<file path="src/rtl/pipe_hazard_ctrl_if.sv">
// Issue/write-back/control bundle between the decode-side pipeline and the hazard controller.
interface pipe_hazard_ctrl_if #(
    parameter int STAGES = 6,
    parameter int REG_AW = 5,
    parameter int CNT_W  = 2,
    parameter int PERF_W = 16
);
    logic                    issue_valid_i;
    logic [REG_AW-1:0]       issue_ra_i;
    logic                    issue_ra_used_i;
    logic [REG_AW-1:0]       issue_rb_i;
    logic                    issue_rb_used_i;
    logic                    issue_wr_i;
    logic [REG_AW-1:0]       issue_rw_i;
    logic                    wb_valid_i;
    logic [REG_AW-1:0]       wb_rw_i;
    logic                    branch_taken_i;
    logic                    ext_stall_i;
    logic                    issue_ack_o;
    logic [STAGES-1:0]       stall_o;
    logic [STAGES-1:0]       flush_o;
    logic [REG_AW+CNT_W-1:0] inflight_o;
    logic [PERF_W-1:0]       hazard_cnt_o;
    logic                    wb_err_o;

    modport master (
        output issue_valid_i, issue_ra_i, issue_ra_used_i, issue_rb_i, issue_rb_used_i,
               issue_wr_i, issue_rw_i, wb_valid_i, wb_rw_i, branch_taken_i, ext_stall_i,
        input  issue_ack_o, stall_o, flush_o, inflight_o, hazard_cnt_o, wb_err_o
    );

    modport slave (
        input  issue_valid_i, issue_ra_i, issue_ra_used_i, issue_rb_i, issue_rb_used_i,
               issue_wr_i, issue_rw_i, wb_valid_i, wb_rw_i, branch_taken_i, ext_stall_i,
        output issue_ack_o, stall_o, flush_o, inflight_o, hazard_cnt_o, wb_err_o
    );
endinterface

</file>
<file path="src/rtl/pipe_hazard_ctrl.sv">
// Scoreboard-based hazard controller: tracks outstanding register writes, gates
// ID -> ALU issue and produces per-stage stall/flush vectors.
module pipe_hazard_ctrl #(
    parameter int STAGES   = 6,
    parameter int ID_STAGE = 2,
    parameter int REG_AW   = 5,
    parameter int CNT_W    = 2,
    parameter int PERF_W   = 16
) (
    input logic              clk,
    input logic              rst,
    pipe_hazard_ctrl_if.slave bus
);
    localparam int NREG = 2 ** REG_AW;
    localparam int IW   = REG_AW + CNT_W;
    localparam logic [CNT_W-1:0] CNT_MAX = '1;

    logic [CNT_W-1:0]  cnt_q [NREG];
    logic [IW-1:0]     inflight_q, inflight_d;
    logic [PERF_W-1:0] hazard_cnt_q, hazard_cnt_d;
    logic              wb_err_q, wb_err_d;

    logic raw, waw, hazard, ack, inc, dec, same_reg, wb_orphan;
    logic [STAGES-1:0] stall_v, flush_v;

    // Hazard detection and issue decision from registered counts only (no wb bypass)
    always_comb begin
        raw = (bus.issue_ra_used_i && (bus.issue_ra_i != '0) && (cnt_q[bus.issue_ra_i] != '0)) ||
              (bus.issue_rb_used_i && (bus.issue_rb_i != '0) && (cnt_q[bus.issue_rb_i] != '0));
        waw = bus.issue_wr_i && (bus.issue_rw_i != '0) && (cnt_q[bus.issue_rw_i] == CNT_MAX);
        hazard    = !rst && bus.issue_valid_i && (raw || waw) && !bus.branch_taken_i;
        ack       = !rst && bus.issue_valid_i && !hazard && !bus.ext_stall_i && !bus.branch_taken_i;
        inc       = ack && bus.issue_wr_i && (bus.issue_rw_i != '0);
        dec       = bus.wb_valid_i && (bus.wb_rw_i != '0) && (cnt_q[bus.wb_rw_i] != '0);
        wb_orphan = bus.wb_valid_i && (bus.wb_rw_i != '0) && (cnt_q[bus.wb_rw_i] == '0);
        same_reg  = (bus.issue_rw_i == bus.wb_rw_i);
    end

    // Stall/flush vectors: ext_stall > branch > hazard > run
    always_comb begin
        stall_v = '0;
        flush_v = '0;
        if (rst) begin
            stall_v = '0;
        end else if (bus.ext_stall_i) begin
            stall_v = '1;
        end else if (bus.branch_taken_i) begin
            for (int i = 1; i <= ID_STAGE; i++) flush_v[i] = 1'b1;
        end else if (hazard) begin
            for (int i = 0; i <= ID_STAGE; i++) stall_v[i] = 1'b1;
            flush_v[ID_STAGE+1] = 1'b1;
        end
    end

    // Next-state for the aggregate counters and the sticky error flag
    always_comb begin
        inflight_d   = inflight_q + IW'(inc) - IW'(dec);
        hazard_cnt_d = hazard_cnt_q;
        if (hazard && !bus.ext_stall_i && (hazard_cnt_q != '1))
            hazard_cnt_d = hazard_cnt_q + PERF_W'(1);
        wb_err_d = wb_err_q | wb_orphan;
    end

    // Scoreboard and counter registers; a matching inc/dec pair cancels out
    always_ff @(posedge clk or posedge rst) begin
        if (rst) begin
            for (int i = 0; i < NREG; i++) cnt_q[i] <= '0;
            inflight_q   <= '0;
            hazard_cnt_q <= '0;
            wb_err_q     <= 1'b0;
        end else begin
            if (inc && !(dec && same_reg))
                cnt_q[bus.issue_rw_i] <= cnt_q[bus.issue_rw_i] + CNT_W'(1);
            if (dec && !(inc && same_reg))
                cnt_q[bus.wb_rw_i] <= cnt_q[bus.wb_rw_i] - CNT_W'(1);
            inflight_q   <= inflight_d;
            hazard_cnt_q <= hazard_cnt_d;
            wb_err_q     <= wb_err_d;
        end
    end

    assign bus.issue_ack_o  = ack;
    assign bus.stall_o      = stall_v;
    assign bus.flush_o      = flush_v;
    assign bus.inflight_o   = inflight_q;
    assign bus.hazard_cnt_o = hazard_cnt_q;
    assign bus.wb_err_o     = wb_err_q;
endmodule

</file>
<file path="src/flat_wrapper.sv">
// flat-port wrapper written by rule: the top's interface ports become plain ports
module pipe_hazard_ctrl_flat 
#(
    parameter int STAGES   = 6,
    parameter int ID_STAGE = 2,
    parameter int REG_AW   = 5,
    parameter int CNT_W    = 2,
    parameter int PERF_W   = 16
)
  (clk, rst, bus_issue_valid_i, bus_issue_ra_i, bus_issue_ra_used_i, bus_issue_rb_i, bus_issue_rb_used_i, bus_issue_wr_i, bus_issue_rw_i, bus_wb_valid_i, bus_wb_rw_i, bus_branch_taken_i, bus_ext_stall_i, bus_issue_ack_o, bus_stall_o, bus_flush_o, bus_inflight_o, bus_hazard_cnt_o, bus_wb_err_o);
  pipe_hazard_ctrl_if #(.STAGES(STAGES), .REG_AW(REG_AW), .CNT_W(CNT_W), .PERF_W(PERF_W)) bus_i ();
  input logic clk;
  input logic rst;
  input wire logic [$bits(bus_i.issue_valid_i)-1:0] bus_issue_valid_i;
  input wire logic [$bits(bus_i.issue_ra_i)-1:0] bus_issue_ra_i;
  input wire logic [$bits(bus_i.issue_ra_used_i)-1:0] bus_issue_ra_used_i;
  input wire logic [$bits(bus_i.issue_rb_i)-1:0] bus_issue_rb_i;
  input wire logic [$bits(bus_i.issue_rb_used_i)-1:0] bus_issue_rb_used_i;
  input wire logic [$bits(bus_i.issue_wr_i)-1:0] bus_issue_wr_i;
  input wire logic [$bits(bus_i.issue_rw_i)-1:0] bus_issue_rw_i;
  input wire logic [$bits(bus_i.wb_valid_i)-1:0] bus_wb_valid_i;
  input wire logic [$bits(bus_i.wb_rw_i)-1:0] bus_wb_rw_i;
  input wire logic [$bits(bus_i.branch_taken_i)-1:0] bus_branch_taken_i;
  input wire logic [$bits(bus_i.ext_stall_i)-1:0] bus_ext_stall_i;
  output wire logic [$bits(bus_i.issue_ack_o)-1:0] bus_issue_ack_o;
  output wire logic [$bits(bus_i.stall_o)-1:0] bus_stall_o;
  output wire logic [$bits(bus_i.flush_o)-1:0] bus_flush_o;
  output wire logic [$bits(bus_i.inflight_o)-1:0] bus_inflight_o;
  output wire logic [$bits(bus_i.hazard_cnt_o)-1:0] bus_hazard_cnt_o;
  output wire logic [$bits(bus_i.wb_err_o)-1:0] bus_wb_err_o;
  assign bus_i.issue_valid_i = bus_issue_valid_i;
  assign bus_i.issue_ra_i = bus_issue_ra_i;
  assign bus_i.issue_ra_used_i = bus_issue_ra_used_i;
  assign bus_i.issue_rb_i = bus_issue_rb_i;
  assign bus_i.issue_rb_used_i = bus_issue_rb_used_i;
  assign bus_i.issue_wr_i = bus_issue_wr_i;
  assign bus_i.issue_rw_i = bus_issue_rw_i;
  assign bus_i.wb_valid_i = bus_wb_valid_i;
  assign bus_i.wb_rw_i = bus_wb_rw_i;
  assign bus_i.branch_taken_i = bus_branch_taken_i;
  assign bus_i.ext_stall_i = bus_ext_stall_i;
  assign bus_issue_ack_o = bus_i.issue_ack_o;
  assign bus_stall_o = bus_i.stall_o;
  assign bus_flush_o = bus_i.flush_o;
  assign bus_inflight_o = bus_i.inflight_o;
  assign bus_hazard_cnt_o = bus_i.hazard_cnt_o;
  assign bus_wb_err_o = bus_i.wb_err_o;
  pipe_hazard_ctrl #(.STAGES(STAGES), .ID_STAGE(ID_STAGE), .REG_AW(REG_AW), .CNT_W(CNT_W), .PERF_W(PERF_W)) u_core (.clk(clk), .rst(rst), .bus(bus_i));
endmodule
</file>
<file path="config.mk">
export PLATFORM = sky130hd
export DESIGN_NAME = pipe_hazard_ctrl_flat
export DESIGN_NICKNAME = d
export VERILOG_FILES = /design/src/rtl/pipe_hazard_ctrl_if.sv /design/src/rtl/pipe_hazard_ctrl.sv /design/src/flat_wrapper.sv
export SDC_FILE = /design/constraint.sdc
export NUM_CORES = 1
export LEC_CHECK = 0
export BUFFER_PORTS_ARGS = -buffer_cell sky130_fd_sc_hd__buf_2
export CELL_PAD_IN_SITES_DETAIL_PLACEMENT = 1
export CELL_PAD_IN_SITES_GLOBAL_PLACEMENT = 2
export CORE_AREA = 2 2 133 135
export DETAILED_ROUTE_END_ITERATION = 10
export DIE_AREA = 0 0 135 137
export MAX_ROUTING_LAYER = met4
export PLACE_DENSITY = 0.84
export REMOVE_ABC_BUFFERS = 1
export SYNTH_ARGS = -nofsm -noshare
export SYNTH_HDL_FRONTEND = slang
export SYNTH_SLANG_ARGS = --single-unit
</file>
<file path="constraint.sdc">
create_clock -name clk -period 10.5 [get_ports clk]
set_input_delay 2.1 -clock clk [delete_from_list [all_inputs] [get_ports clk]]
set_output_delay 2.1 -clock clk [all_outputs]
set_load 0.02 [all_outputs]
</file>
# --- After elaboration in Yosys (flattened, before gate mapping) ---
# Index checks and enable logic that the tools add are counted.
# W data, S select, Z words.
classes:
  addsub: 5
  order_cmp: 6
  eq_ne: 3
  muxes: 30
  bitwise_logic: 5
  reduce_logical: 41
op_table:
  columns: ["operator", "n"]
  rows:
  - ["$bwmux W64", 2]
  - ["$mux W64", 2]
  - ["$bmux W2 S5", 4]
  - ["$logic_and A1 B1 Y1", 25]
  - ["$ge A6 B6 Y1 const B", 4]
  - ["$not A5 Y6", 4]
  - ["$mux W2", 11]
  - ["$demux W2 S5", 2]
  - ["$reduce_bool A5 Y1", 4]
  - ["$mux W3", 6]
  - ["$add A16 B1 Y16 const B", 1]
  - ["$ne A16 B16 Y1 const B", 1]
  - ["$lt A6 B1 Y1 const B", 2]
  - ["$add A7 B1 Y7", 1]
  - ["$sub A7 B1 Y7", 1]
  - ["$logic_not A1 Y1", 6]
  - ["$mux W6", 1]
  - ["$reduce_bool A2 Y1", 3]
  - ["$eq A5 B5 Y1", 1]
  - ["$add A2 B1 Y2 const B", 1]
  - ["$eq A2 B2 Y1 const B", 1]
  - ["$logic_not A2 Y1", 1]
  - ["$logic_or A1 B1 Y1", 2]
  - ["$mux W1", 2]
  - ["2 further kinds", 2]
totals:
  register_bits: 88
  in_bits: 29
  out_inout_bits: 37

# --- Logic depth before layout (Yosys ltp) ---
# Gate-level depths: netlist of the first run.
logic_depth:
  ltp_word: 20
  mapped_depth: 22
  depth_no_buf: 19

# --- Worst setup path before layout of the first run ---
# Ideal clock, no wire load.
synth_timing:
  kind: "input -> output"
  startpoint: "input bus_issue_rw_i[0]"
  endpoint: "output bus_stall_o[1]"
  t_arrival_ns: 4.633
  required_time_ns: 8.400
  slack_ns: 3.767
  stages: 11
  n_path_buf: 3
  path_cell_list: "buf_2 > buf_1 > mux4_2 > a22oi_1 > nand4_1 > ha_1 > o211ai_1 > nand2_1 > a31oi_1 > nor2_1 > buf_4"
synth_via:
  elab_chain_cells: 13
synth_lines:
  columns: ["item", "line_no", "text"]
  rows:
  - ["start, declared", "flat_wrapper.sv:20", "input wire logic [$bits(bus_i.issue_rw_i)-1:0] bus_issue_rw_i;"]
  - ["$not A5 Y6 (implied by the code)", "pipe_hazard_ctrl.sv:30", "waw = bus.issue_wr_i && (bus.issue_rw_i != '0) && (cnt_q[bus.issue_rw_i] == CNT_MAX);"]
  - ["$bmux W2 S5", "pipe_hazard_ctrl.sv:30", null]
  - ["$mux W2 (implied by the code) (2 in series)", "pipe_hazard_ctrl.sv:30", null]
  - ["$eq A2 B2 Y1", "pipe_hazard_ctrl.sv:30", null]
  - ["$logic_and A1 B1 Y1 *", "pipe_hazard_ctrl.sv:30", null]
  - ["$logic_or A1 B1 Y1 *", "pipe_hazard_ctrl.sv:31", "hazard = !rst && bus.issue_valid_i && (raw || waw) && !bus.branch_taken_i;"]
  - ["$logic_and A1 B1 Y1 * (2 in series)", "pipe_hazard_ctrl.sv:31", null]
  - ["$mux W3 *", "pipe_hazard_ctrl.sv:49", "end else if (hazard) begin"]
  - ["$mux W3 *", "pipe_hazard_ctrl.sv:47", "end else if (bus.branch_taken_i) begin"]
  - ["$mux W3 *", "pipe_hazard_ctrl.sv:45", "end else if (bus.ext_stall_i) begin"]
  - ["$mux W6 *", "pipe_hazard_ctrl.sv:43", "if (rst) begin"]
  - ["end, declared", "flat_wrapper.sv:26", "output wire logic [$bits(bus_i.stall_o)-1:0] bus_stall_o;"]
# Every way passes the cells marked *; elsewhere a longest branch is shown, timed or not. The select of a mux whose other input is x is not followed.

# --- Worst setup path in the final report of the first run ---
layout_timing:
  startpoint: "input bus_issue_rb_i[1]"
  endpoint: "output bus_flush_o[3]"
layout_via:
  elab_chain_cells: 14
layout_lines:
  columns: ["item", "line_no", "text"]
  rows:
  - ["start, declared", "flat_wrapper.sv:17", "input wire logic [$bits(bus_i.issue_rb_i)-1:0] bus_issue_rb_i;"]
  - ["$not A5 Y6 (implied by the code)", "pipe_hazard_ctrl.sv:29", "(bus.issue_rb_used_i && (bus.issue_rb_i != '0) && (cnt_q[bus.issue_rb_i] != '0));"]
  - ["$bmux W2 S5", "pipe_hazard_ctrl.sv:29", null]
  - ["$mux W2 (implied by the code) (2 in series)", "pipe_hazard_ctrl.sv:29", null]
  - ["$reduce_bool A2 Y1", "pipe_hazard_ctrl.sv:29", null]
  - ["$logic_and A1 B1 Y1 *", "pipe_hazard_ctrl.sv:29", null]
  - ["$logic_or A1 B1 Y1 *", "pipe_hazard_ctrl.sv:28", "raw = (bus.issue_ra_used_i && (bus.issue_ra_i != '0) && (cnt_q[bus.issue_ra_i] != '0)) ||"]
  - ["$logic_or A1 B1 Y1 *", "pipe_hazard_ctrl.sv:31", null]
  - ["$logic_and A1 B1 Y1 * (2 in series)", "pipe_hazard_ctrl.sv:31", null]
  - ["$mux W1 *", "pipe_hazard_ctrl.sv:49", null]
  - ["$mux W1 *", "pipe_hazard_ctrl.sv:47", null]
  - ["$mux W3 *", "pipe_hazard_ctrl.sv:45", null]
  - ["$mux W3 *", "pipe_hazard_ctrl.sv:43", null]
  - ["end, declared", "flat_wrapper.sv:27", "output wire logic [$bits(bus_i.flush_o)-1:0] bus_flush_o;"]
# Marks and branches as above.

==> out/metrics.csv, run 1 <==
metric,value,unit
final.setup.tns,0,ns
cellPowerDensity,203.3,nW/um2
yosys_warnings,0,
ir_worst_vdd,0.1046,mV
start_util,42.22,%
endpoint_kind,output port,
drt-initial-drc-count,437,
dieHeight,137,um
first_global_vias,6658,
htree_levels,3,
nNetsFinal,753,
cts_buffer_depth,2,
synthArstFlopShare,100.0,%
cts_hold_buf,0,
cts.sinks,88,
clock_skew,0.006287,ns
cap_violations,0,
drt-vias-per-instance,6.816,
final_core_util,45.93,%
antenna_found_initial,0,
place.detailed.hpwl,17750,um
rsz0062_at_grt,false,
cts_made_buffers,9,
cts_root_buffer,clkbuf_16,
cts_resized,0,
fillCellCount,1917,
syn_area,7201,um2
ios,66,
routedWlPerCell,26.78,um
leakage,3.216,nW
status,"complete, no violations",
worstPathArrival,4.91,ns
maxSlewHeadroom,14.34,%
synth-seq-cells,88,
antenna_left,0,
grt_max_degree,56,
clock_latency,0.36,ns
clkSlewWorstSetupHoldPaths,0.07,ns
critPathRequiredTime,8.40,ns
critical_path_peak_fanout,21,
rows,48,
avgSynthCellArea,10.38,um2
area_growth,8.792,%
core_area,17060,um2
die_area,18500,um2
drive_gt1_share,25.10,%
tightest_slew,1.285,ns
drt_pass1_iterations,5,
synth_seq_area_share,30.58,%
vias,6421,
wl,25230,um
syn_inst,694,
synthDistinctLibCells,72,
gp_congestion,0.9350,
cp-start-kind,primary input,
period_share,66.80,%
slew_violations,0,
finalSetupViolCount,0,
criticalPathCategory,primary input to output port,
drc,0,
hold_class,register to register,
synth_ff_type,dfrtp_1,
io_buffers,62,
grtUsageTotal,28.97,%
hold_viol_final,0,
synth-edff-count,0,
grt_pass1_wl,39190,um
post-cts-setup-buffer-count,0,
cts_tree,built,
period_needed,7.014,ns
die_w,135,um
fmax,142.6,MHz
antennaDiodeCount,0,
grt-ovfl-total,0,
==> cell type report <==
class	count	area (um2)	share of cell area [%]
multi-input combinational	514	4566	58.28
clock buffer	12	246.5	3.146
timing repair buffer	73	392.9	5.015
sequential	88	2202	28.11
inverter	27	102.6	1.310
clock inverter	3	42.54	0.5430
tap	225	281.5	3.594
==> routing by layer <==
layer	track usage, %	share of wire (%)	up-vias
met5	-	0	-
met4	12.04	3.4	0
met2	48.03	49	356
met1	36.18	40	3300
met3	3.370	8.1	62
li1	-	-	2703
==> cell usage in the layout, fill, tap and decap left out, types with 9 or more instances in the layout <==
| cell | n |
|---|---|
| a21oi_1 | 11 |
| a22oi_1 | 32 |
| a31oi_1 | 15 |
| a41oi_1 | 11 |
| and3_1 | 9 |
| buf_2 | 62 |
| buf_4 | 11 |
| clkbuf_16 | 9 |
| dfrtp_1 | 88 |
| ha_1 | 10 |
| inv_1 | 25 |
| mux2i_1 | 70 |
| mux4_2 | 37 |
| nand2_1 | 41 |
| nand3_1 | 11 |
| nand4_1 | 17 |
| nor2_1 | 44 |
| nor3_1 | 23 |
| nor4_2 | 24 |
| o21ai_0 | 18 |
| xnor2_1 | 19 |
==> registers in the layout (all words and copies together), names as in the netlist <==
name,count
u_core.bus.hazard_cnt_o,16
u_core.cnt_q,64
u_core.bus.inflight_o,7
u_core.bus.wb_err_o,1
==> through the flow <==
stage / cells / cell area (um2) / power [mW] / hold slack (ns) / setup slack (ns)
after floorplan: 629 / 6860 / 0.9973 / 0.3867 / 3.113
after global placement: 927 / 7545 / 1.213 / 0.4205 / 3.557
after detailed placement: 927 / 7545 / 1.259 / 0.4271 / 3.519
after CTS: 942 / 7834 / 1.587 / 0.4452 / 3.519
after global routing: 942 / 7834 / 1.679 / 0.4687 / 3.294
final: 942 / 7834 / 1.593 / 0.4562 / 3.486
==> worst paths after layout <==
kind	cells after the start	to	from	slack [ns]
hold / removal	0	u_core.cnt_q[62]$_DFF_PP0_	u_core.cnt_q[62]$_DFF_PP0_	0.46
setup reg to reg	14	u_core.cnt_q[27]$_DFF_PP0_	u_core.cnt_q[23]$_DFF_PP0_	6.04
min in group asynchronous	2	u_core.bus.inflight_o[3]$_DFF_PP0_	rst	1.83
hold reg to reg	0	u_core.cnt_q[62]$_DFF_PP0_	u_core.cnt_q[62]$_DFF_PP0_	0.46
max in group asynchronous	3	u_core.cnt_q[46]$_DFF_PP0_	rst	7.49
setup / recovery	8	bus_flush_o[3]	bus_issue_rb_i[1]	3.49
==> critical path, cell delays in order <==
cell and delay [ns]:
buf_2 0.40, mux4_1 0.63, mux2_2 0.28, o22ai_2 0.39, a211oi_2 0.10, buf_4 0.22
a21oi_2 0.50, buf_2 0.28
==> logic make-up after synthesis <==
logic type,count (synthesis),share of synthesized area [%]
buf+inv,94,6.238
other cells,1,0.05208
xor+xnor,26,3.162
compound gates,135,14.80
flops,88,30.58
mux,111,22.14
fa+ha+maj,11,2.016
simple gates,228,21.01
==> report_power, final <==
part | leakage [nW] | internal [mW] | switching, mW
Clock | 0.139 | 0.190 | 0.142
Sequential | 1.15 | 0.439 | 0.133
Combinational | 1.93 | 0.282 | 0.407
Total | 3.22 | 0.911 | 0.682
==> synthesized netlist by cell type, types with 15 or more instances <==
cell type	instances	share of area, %
mux4_2	37	12
dfrtp_1	88	31
nand4_1	17	1.5
mux2i_1	70	9.7
nor3_1	23	1.6
nor4_2	23	4.0
nor2_1	44	2.3
clkbuf_1	30	1.6
nand2_1	41	2.1
o21ai_0	18	1.3
a22oi_1	32	3.3
xnor2_1	19	2.3
a31oi_1	15	1.3
inv_1	26	1.4
Power figures use the tool's default switching activity.
==> run 2: changes to the inputs <==
--- a/config.mk
+++ b/config.mk
@@ -8,11 +8,11 @@
 export BUFFER_PORTS_ARGS = -buffer_cell sky130_fd_sc_hd__buf_2
 export CELL_PAD_IN_SITES_DETAIL_PLACEMENT = 1
 export CELL_PAD_IN_SITES_GLOBAL_PLACEMENT = 2
-export CORE_AREA = 2 2 133 135
+export CORE_AREA = 2 2 145 147
 export DETAILED_ROUTE_END_ITERATION = 10
-export DIE_AREA = 0 0 135 137
+export DIE_AREA = 0 0 147 149
 export MAX_ROUTING_LAYER = met4
-export PLACE_DENSITY = 0.84
+export PLACE_DENSITY = 0.75
 export REMOVE_ABC_BUFFERS = 1
 export SYNTH_ARGS = -nofsm -noshare
 export SYNTH_HDL_FRONTEND = slang
==> constraint.sdc (replaced) <==
create_clock -name clk -period 5.8 [get_ports clk]
set_input_delay 1.16 -clock clk [delete_from_list [all_inputs] [get_ports clk]]
set_output_delay 1.16 -clock clk [all_outputs]
set_load 0.02 [all_outputs]
==> run 2 against run 1 <==
Die area rose by 18%. Final cell count is 6.3% higher. Highest routed layer unchanged. Clock power rose by 110%. Flip-flop and latch count stayed put. Utilization is 6.9 points lower. Worst setup slack worse by 2.8 ns. Largest cell class unchanged. Largest power group unchanged. Combinational power is 83% higher. Register-to-register slack got worse by 4.0 ns. Design area increased by 2.3%.
==> out/metrics.csv, run 2 (synthesis results as in run 1) <==
metric,value,unit
status,"complete, no violations",
grt_max_degree,49,
rsz0062_at_grt,false,
first_global_vias,6662,
die_w,147,um
critical_path_peak_fanout,22,
final_common_cell,dfrtp_1,
p_int,1.746,mW
core_area,20560,um2
r2r_setup_slack,2.07,ns
slew_violations,0,
worst_r2r_endpoint,u_core.bus.inflight_o[6]$_DFF_PP0_,
clkPwrFrac,23.4,%
io_buffers,62,
placed_area,7665,um2
wl,25500,um
antenna_left,0,
dieHeight,149,um
drt-vias-per-instance,6.284,
rows,53,
clock_skew,0.01012,ns
r2r_cells,15,
clock_latency,0.36,ns
cts_root_buffer,clkbuf_16,
start_util,35.03,%
finalSetupViolCount,0,
hold_depth,0,
seq_power_share,34.9,%
ir_worst_vdd,0.1815,mV
nNetsFinal,761,
routedWlPerCell,25.47,um
drt-initial-drc-count,554,
period_needed,5.109,ns
final_cell_mix,"dfrtp_1, mux2i_1, buf_2, nor2_1, nand2_1",
seq_area,2202,um2
r2r-start,u_core.cnt_q[60]$_DFF_PP0_,
hold_class,register to register,
multi_input_area,4563,um2
tightest_slew,1.045,ns
grt_pass1_wl,40030,um
antenna_found_initial,0,
post-cts-setup-buffer-count,0,
cp-start-kind,primary input,
drt_pass1_iterations,5,
die_area,21900,um2
largest_register_ffs,64,
cts_buffer_depth,2,
place.detailed.hpwl,18630,um
design_area,8016,um2
regMostFlops,u_core.cnt_q,
fin_ws,0.6912,ns
gp_congestion,0.9528,
cts_made_buffers,9,
swShare,42.03,%
fmax,195.7,MHz
pre_cts_slack,0.6626,ns
ios,66,
criticalPathCategory,primary input to output port,
fillCellCount,2319,
cts_hold_buf,0,
endpoint_kind,output port,
cts_resized,0,
hold_end,u_core.cnt_q[62]$_DFF_PP0_,
power_switching,1.265,mW
cts.sinks,88,
cap_violations,0,
grt-ovfl-total,0,
final_core_util,39.00,%
vias,6290,
grtUsageTotal,24.48,%
drc,0,
min_from,u_core.cnt_q[62]$_DFF_PP0_,
maxSlewHeadroom,30.30,%
period_share,88.08,%
hold_viol_final,0,
drive_gt1_share,26.17,%
combPwrFrac,41.7,%
cts_tree,built,
area_growth,11.33,%
antennaDiodeCount,0,
leakage,3.287,nW
critPathRequiredTime,4.64,ns
worstPathArrival,3.95,ns
cellPowerDensity,375.6,nW/um2
htree_levels,3,
clkSlewWorstSetupHoldPaths,0.07,ns
-- run 2: worst max path at each step --
stage                      start                            endpoint  slack [ns]
2_1_floorplan     bus_wb_rw_i[4]  u_core.bus.inflight_o[6]$_DFF_PP0_       -0.65
3_3_place_gp   bus_issue_rw_i[0]                      bus_stall_o[1]        0.75
3_5_place_dp   bus_issue_rw_i[0]                      bus_stall_o[2]        0.66
4_1_cts        bus_issue_rw_i[0]                      bus_stall_o[2]        0.65
5_1_grt        bus_issue_rw_i[0]                      bus_stall_o[2]        0.46
6_report       bus_issue_rw_i[0]                      bus_stall_o[2]        0.69
-- run 2: per-layer routing --
layer	part of all wire [%]	GRT usage [%]	vias up
li1	-	-	2712
met1	42	31.30	3251
met2	48	39.62	267
met3	7.0	4.220	60
met4	3.3	8.413	0
met5	0	-	-
-- run 2: layout make-up --
cell class | instances | area share (%)
tap | 275 | 4.292
multi-input combinational | 514 | 56.92
sequential | 88 | 27.47
clock buffer | 9 | 2.809
timing repair buffer | 81 | 5.650
inverter | 27 | 1.280
clock inverter | 7 | 1.576
-- run 2: critical path, stage by stage --
cell and delay, ns:
buf_2 0.54, mux4_2 0.59, a22oi_1 0.27, and4_1 0.30, inv_1 0.09, ha_1 0.22
o211ai_1 0.16, nand2_1 0.16, a31oi_1 0.21, nor2_1 0.08, buf_2 0.16
-- run 2: metrics by stage --
| stage | TNS, ns | cells | total power, mW | hold slack, ns |
|---|---|---|---|---|
| after detailed placement | 0 | 985 | 2.309 | 0.4199 |
| after floorplan | -17.45 | 629 | 1.806 | 0.3867 |
| after CTS | 0 | 1001 | 3.024 | 0.4305 |
| after global placement | 0 | 985 | 2.240 | 0.4159 |
| final | 0 | 1001 | 3.011 | 0.4305 |
| after global routing | 0 | 1001 | 3.193 | 0.4571 |
-- run 2: power by group through the flow --
stage / Sequential (mW) / Combinational, mW / Clock [mW]
finish: 1.05 / 1.26 / 0.704
global route: 1.07 / 1.38 / 0.744
CTS: 1.04 / 1.26 / 0.722
detailed placement: 1.05 / 1.26 / 0
global placement: 1.04 / 1.20 / 0
floorplan: 0.983 / 0.823 / 0
==> run 3: changes to the inputs <==
--- a/config.mk
+++ b/config.mk
@@ -5,14 +5,15 @@
 export SDC_FILE = /design/constraint.sdc
 export NUM_CORES = 1
 export LEC_CHECK = 0
+export ABC_AREA = 1
 export BUFFER_PORTS_ARGS = -buffer_cell sky130_fd_sc_hd__buf_2
 export CELL_PAD_IN_SITES_DETAIL_PLACEMENT = 1
 export CELL_PAD_IN_SITES_GLOBAL_PLACEMENT = 2
-export CORE_AREA = 2 2 145 147
+export CORE_AREA = 2 2 165 167
 export DETAILED_ROUTE_END_ITERATION = 10
-export DIE_AREA = 0 0 147 149
+export DIE_AREA = 0 0 167 169
 export MAX_ROUTING_LAYER = met4
-export PLACE_DENSITY = 0.75
+export PLACE_DENSITY = 0.74
 export REMOVE_ABC_BUFFERS = 1
 export SYNTH_ARGS = -nofsm -noshare
 export SYNTH_HDL_FRONTEND = slang
==> run 3 against run 2 <==
Synthesized cell count rose by 78%. Total power fell by 2.9%. Maximum frequency rose by 1.4%. Sequential power barely moved. Non-clock buffer count rose by 4. Register-to-register slack got worse by 0.09 ns. Area after synthesis rose by 8.4%. Utilization fell by 6.3 points. Clock-buffer cell count did not move. Worst setup slack improved by 0.072 ns. Design area rose by 8.2%. Critical endpoint is now bus_stall_o[1]. Largest cell class unchanged. Highest routed layer unchanged.
==> out/metrics.csv, run 3 <==
metric,value,unit
status,"complete, no violations",
cellPowerDensity,337.1,nW/um2
regMostFlops,u_core.cnt_q,
die_w,167,um
dieHeight,169,um
core_area,26500,um2
multi_input_area,4549,um2
worstPathArrival,3.88,ns
synthArstFlopShare,100.0,%
cts_made_buffers,9,
io_buffers,62,
clock_latency,0.37,ns
hold_viol_final,0,
synth.most_common_cell,nand2_1,
dr_wl_met2,15860,um
netlist_top_cells_count,"nand2_1, nand3_1, inv_1, nor2_1, dfrtp_1",
gp_congestion,0.9508,
critPathRequiredTime,4.64,ns
routedWlPerCell,20.78,um
syn_inst,1238,
slew_violations,0,
grt_max_degree,59,
swShare,48.16,%
critical_path_peak_fanout,7,
hold_class,register to register,
cpMostUsedCell,nand2_1,
start_util,29.47,%
p_int,1.516,mW
crit_start,bus_issue_rw_i[0],
period_needed,5.037,ns
clkPwrFrac,21.7,%
cap_violations,0,
min_from,u_core.cnt_q[63]$_DFF_PP0_,
drive_gt1_share,11.95,%
seq_area,2202,um2
slowest_delay,0.40,ns
r2r-start,u_core.cnt_q[39]$_DFF_PP0_,
cts_root_buffer,clkbuf_16,
nNetsFinal,1307,
wl_met3,1590,um
largest_register_ffs,64,
antenna_left,0,
ios,66,
drt-met1-wl,15240,um
grt_pass1_wl,52590,um
combPwrFrac,43.2,%
rsz0062_at_grt,false,
highest-signal-layer,met4,
crit_buf_inv,5,
place.detailed.hpwl,24230,um
path_depth,17,
first_global_vias,8929,
drc,0,
clock_skew,0.02094,ns
clkSlewWorstSetupHoldPaths,0.09,ns
maxSlewHeadroom,28.68,%
yosys_warnings,0,
htree_levels,3,
antenna_found_initial,0,
rows,60,
final_cell_mix,"nand2_1, nand3_1, inv_1, nor2_1, dfrtp_1",
cp-start-kind,primary input,
seq_power_share,35.1,%
cts_tree,built,
vias,8716,
critical_path.slowest_cell,nor2_1,
fmax,198.5,MHz
synth_seq_area_share,28.20,%
cts.sinks,88,
ys_top_cells_by_area,"dfrtp_1, nand2_1, nand3_1",
grtUsageTotal,24.68,%
cts_buffer_depth,2,
avgSynthCellArea,6.308,um2
synth_top_area_cell,dfrtp_1,
tightest_slew,1.060,ns
period_share,86.85,%
layoutNonFillerInstCount,1613,
wl,33520,um
area_growth,11.10,%
final_common_cell,nand2_1,
synth_ff_type,dfrtp_1,
antennaDiodeCount,0,
power_switching,1.408,mW
cts_resized,0,
hold_depth,0,
r2r_cells,17,
final.setup.tns,0,ns
final_core_util,32.74,%
cts_hold_buf,0,
synth-edff-count,0,
drt-initial-drc-count,703,
leakage,4.359,nW
die_area,28220,um2
post-cts-setup-buffer-count,0,
criticalPathCategory,primary input to output port,
fillCellCount,3480,
finalSetupViolCount,0,
synth-seq-cells,88,
path_delay_family,simple AND/OR/NAND/NOR gates,
critical_path.cell_chain,"buf_2, inv_1, nor2_1, inv_1, buf_4, o21ai_0, o21ai_0, nand2_1, nor2_1, nand2_1, ha_1, nand2_1, a21boi_2, nand2_1, nand4_1, o21ai_0, buf_2",
ir_worst_vdd,0.1621,mV
place_inst,1597,
synth.top_cell.area_share,28.20,%
endpoint_kind,output port,
drt_pass1_iterations,5,
syn_area,7809,um2
drt-vias-per-instance,5.404,
grt-ovfl-total,0,
synthDistinctLibCells,42,
total_power,2.924,mW
-- run 3: changes by cell type after synthesis, moves of 23 or more --
cell	before	now
nor2_1	44	136
o21ai_0	18	63
nand4_1	17	59
nand2_1	41	278
mux2i_1	70	0
nand3_1	11	179
nand3_2	0	23
inv_1	26	171
o22ai_1	6	29
nor4_2	23	0
mux4_2	37	0
-- run 3: power by group through the flow --
| stage | Combinational (mW) | Clock (mW) | Sequential [mW] |
|---|---|---|---|
| after floorplan | 0.794 | 0 | 0.996 |
| after global placement | 1.24 | 0 | 1.03 |
| after detailed placement | 1.26 | 0 | 1.03 |
| after CTS | 1.26 | 0.651 | 1.02 |
| after global routing | 1.43 | 0.669 | 1.05 |
| final | 1.26 | 0.635 | 1.03 |
-- run 3: worst paths after layout --
path | end | slack, ns
max in group asynchronous | u_core.cnt_q[40]$_DFF_PP0_ | 3.77
setup reg to reg | u_core.cnt_q[46]$_DFF_PP0_ | 1.98
min in group asynchronous | u_core.cnt_q[14]$_DFF_PP0_ | 0.83
hold / removal | u_core.cnt_q[63]$_DFF_PP0_ | 0.45
setup / recovery | bus_stall_o[1] | 0.76
hold reg to reg | u_core.cnt_q[63]$_DFF_PP0_ | 0.45
-- run 3: area by class of cell --
class | count | share of cell area, %
Timing Repair Buffer | 85 | 5.711
Sequential cell | 88 | 25.38
Clock buffer | 9 | 2.596
Clock inverter | 7 | 0.9663
Inverter | 184 | 7.990
Tap cell | 341 | 4.918
Multi-Input combinational cell | 899 | 52.44
-- run 3: through the flow --
step	hold WS (ns)	cell area, um2	setup slack, ns
global route	0.4557	8676	0.4088
finish	0.4477	8676	0.7630
floorplan	0.3882	7416	-2.990
detailed placement	0.4326	8367	0.5496
global placement	0.4262	8367	0.6753
CTS	0.4476	8676	0.8148
-- run 3: metal layers --
layer  global-route usage (%)  up-vias
met5                        -        -
met4                    7.459        0
met3                    3.133       41
met2                    41.31      248
met1                    31.23     4286
li1                         -     4141
-- run 3: logic make-up (layout without fill, tap and decap cells) --
| family | count (synthesis) | after routing | share of synthesized area (%) |
|---|---|---|---|
| other | 1 | 3 | 0.04802 |
| AO/OA/AOI/OAI | 148 | 148 | 11.39 |
| buffers and inverters | 253 | 285 | 13.97 |
| adder cells (fa/ha/maj) | 11 | 11 | 1.859 |
| multiplexers | 1 | 1 | 0.1442 |
| XOR/XNOR | 22 | 22 | 2.468 |
| AND/OR/NAND/NOR | 714 | 714 | 41.92 |
| flip-flops | 88 | 88 | 28.20 |
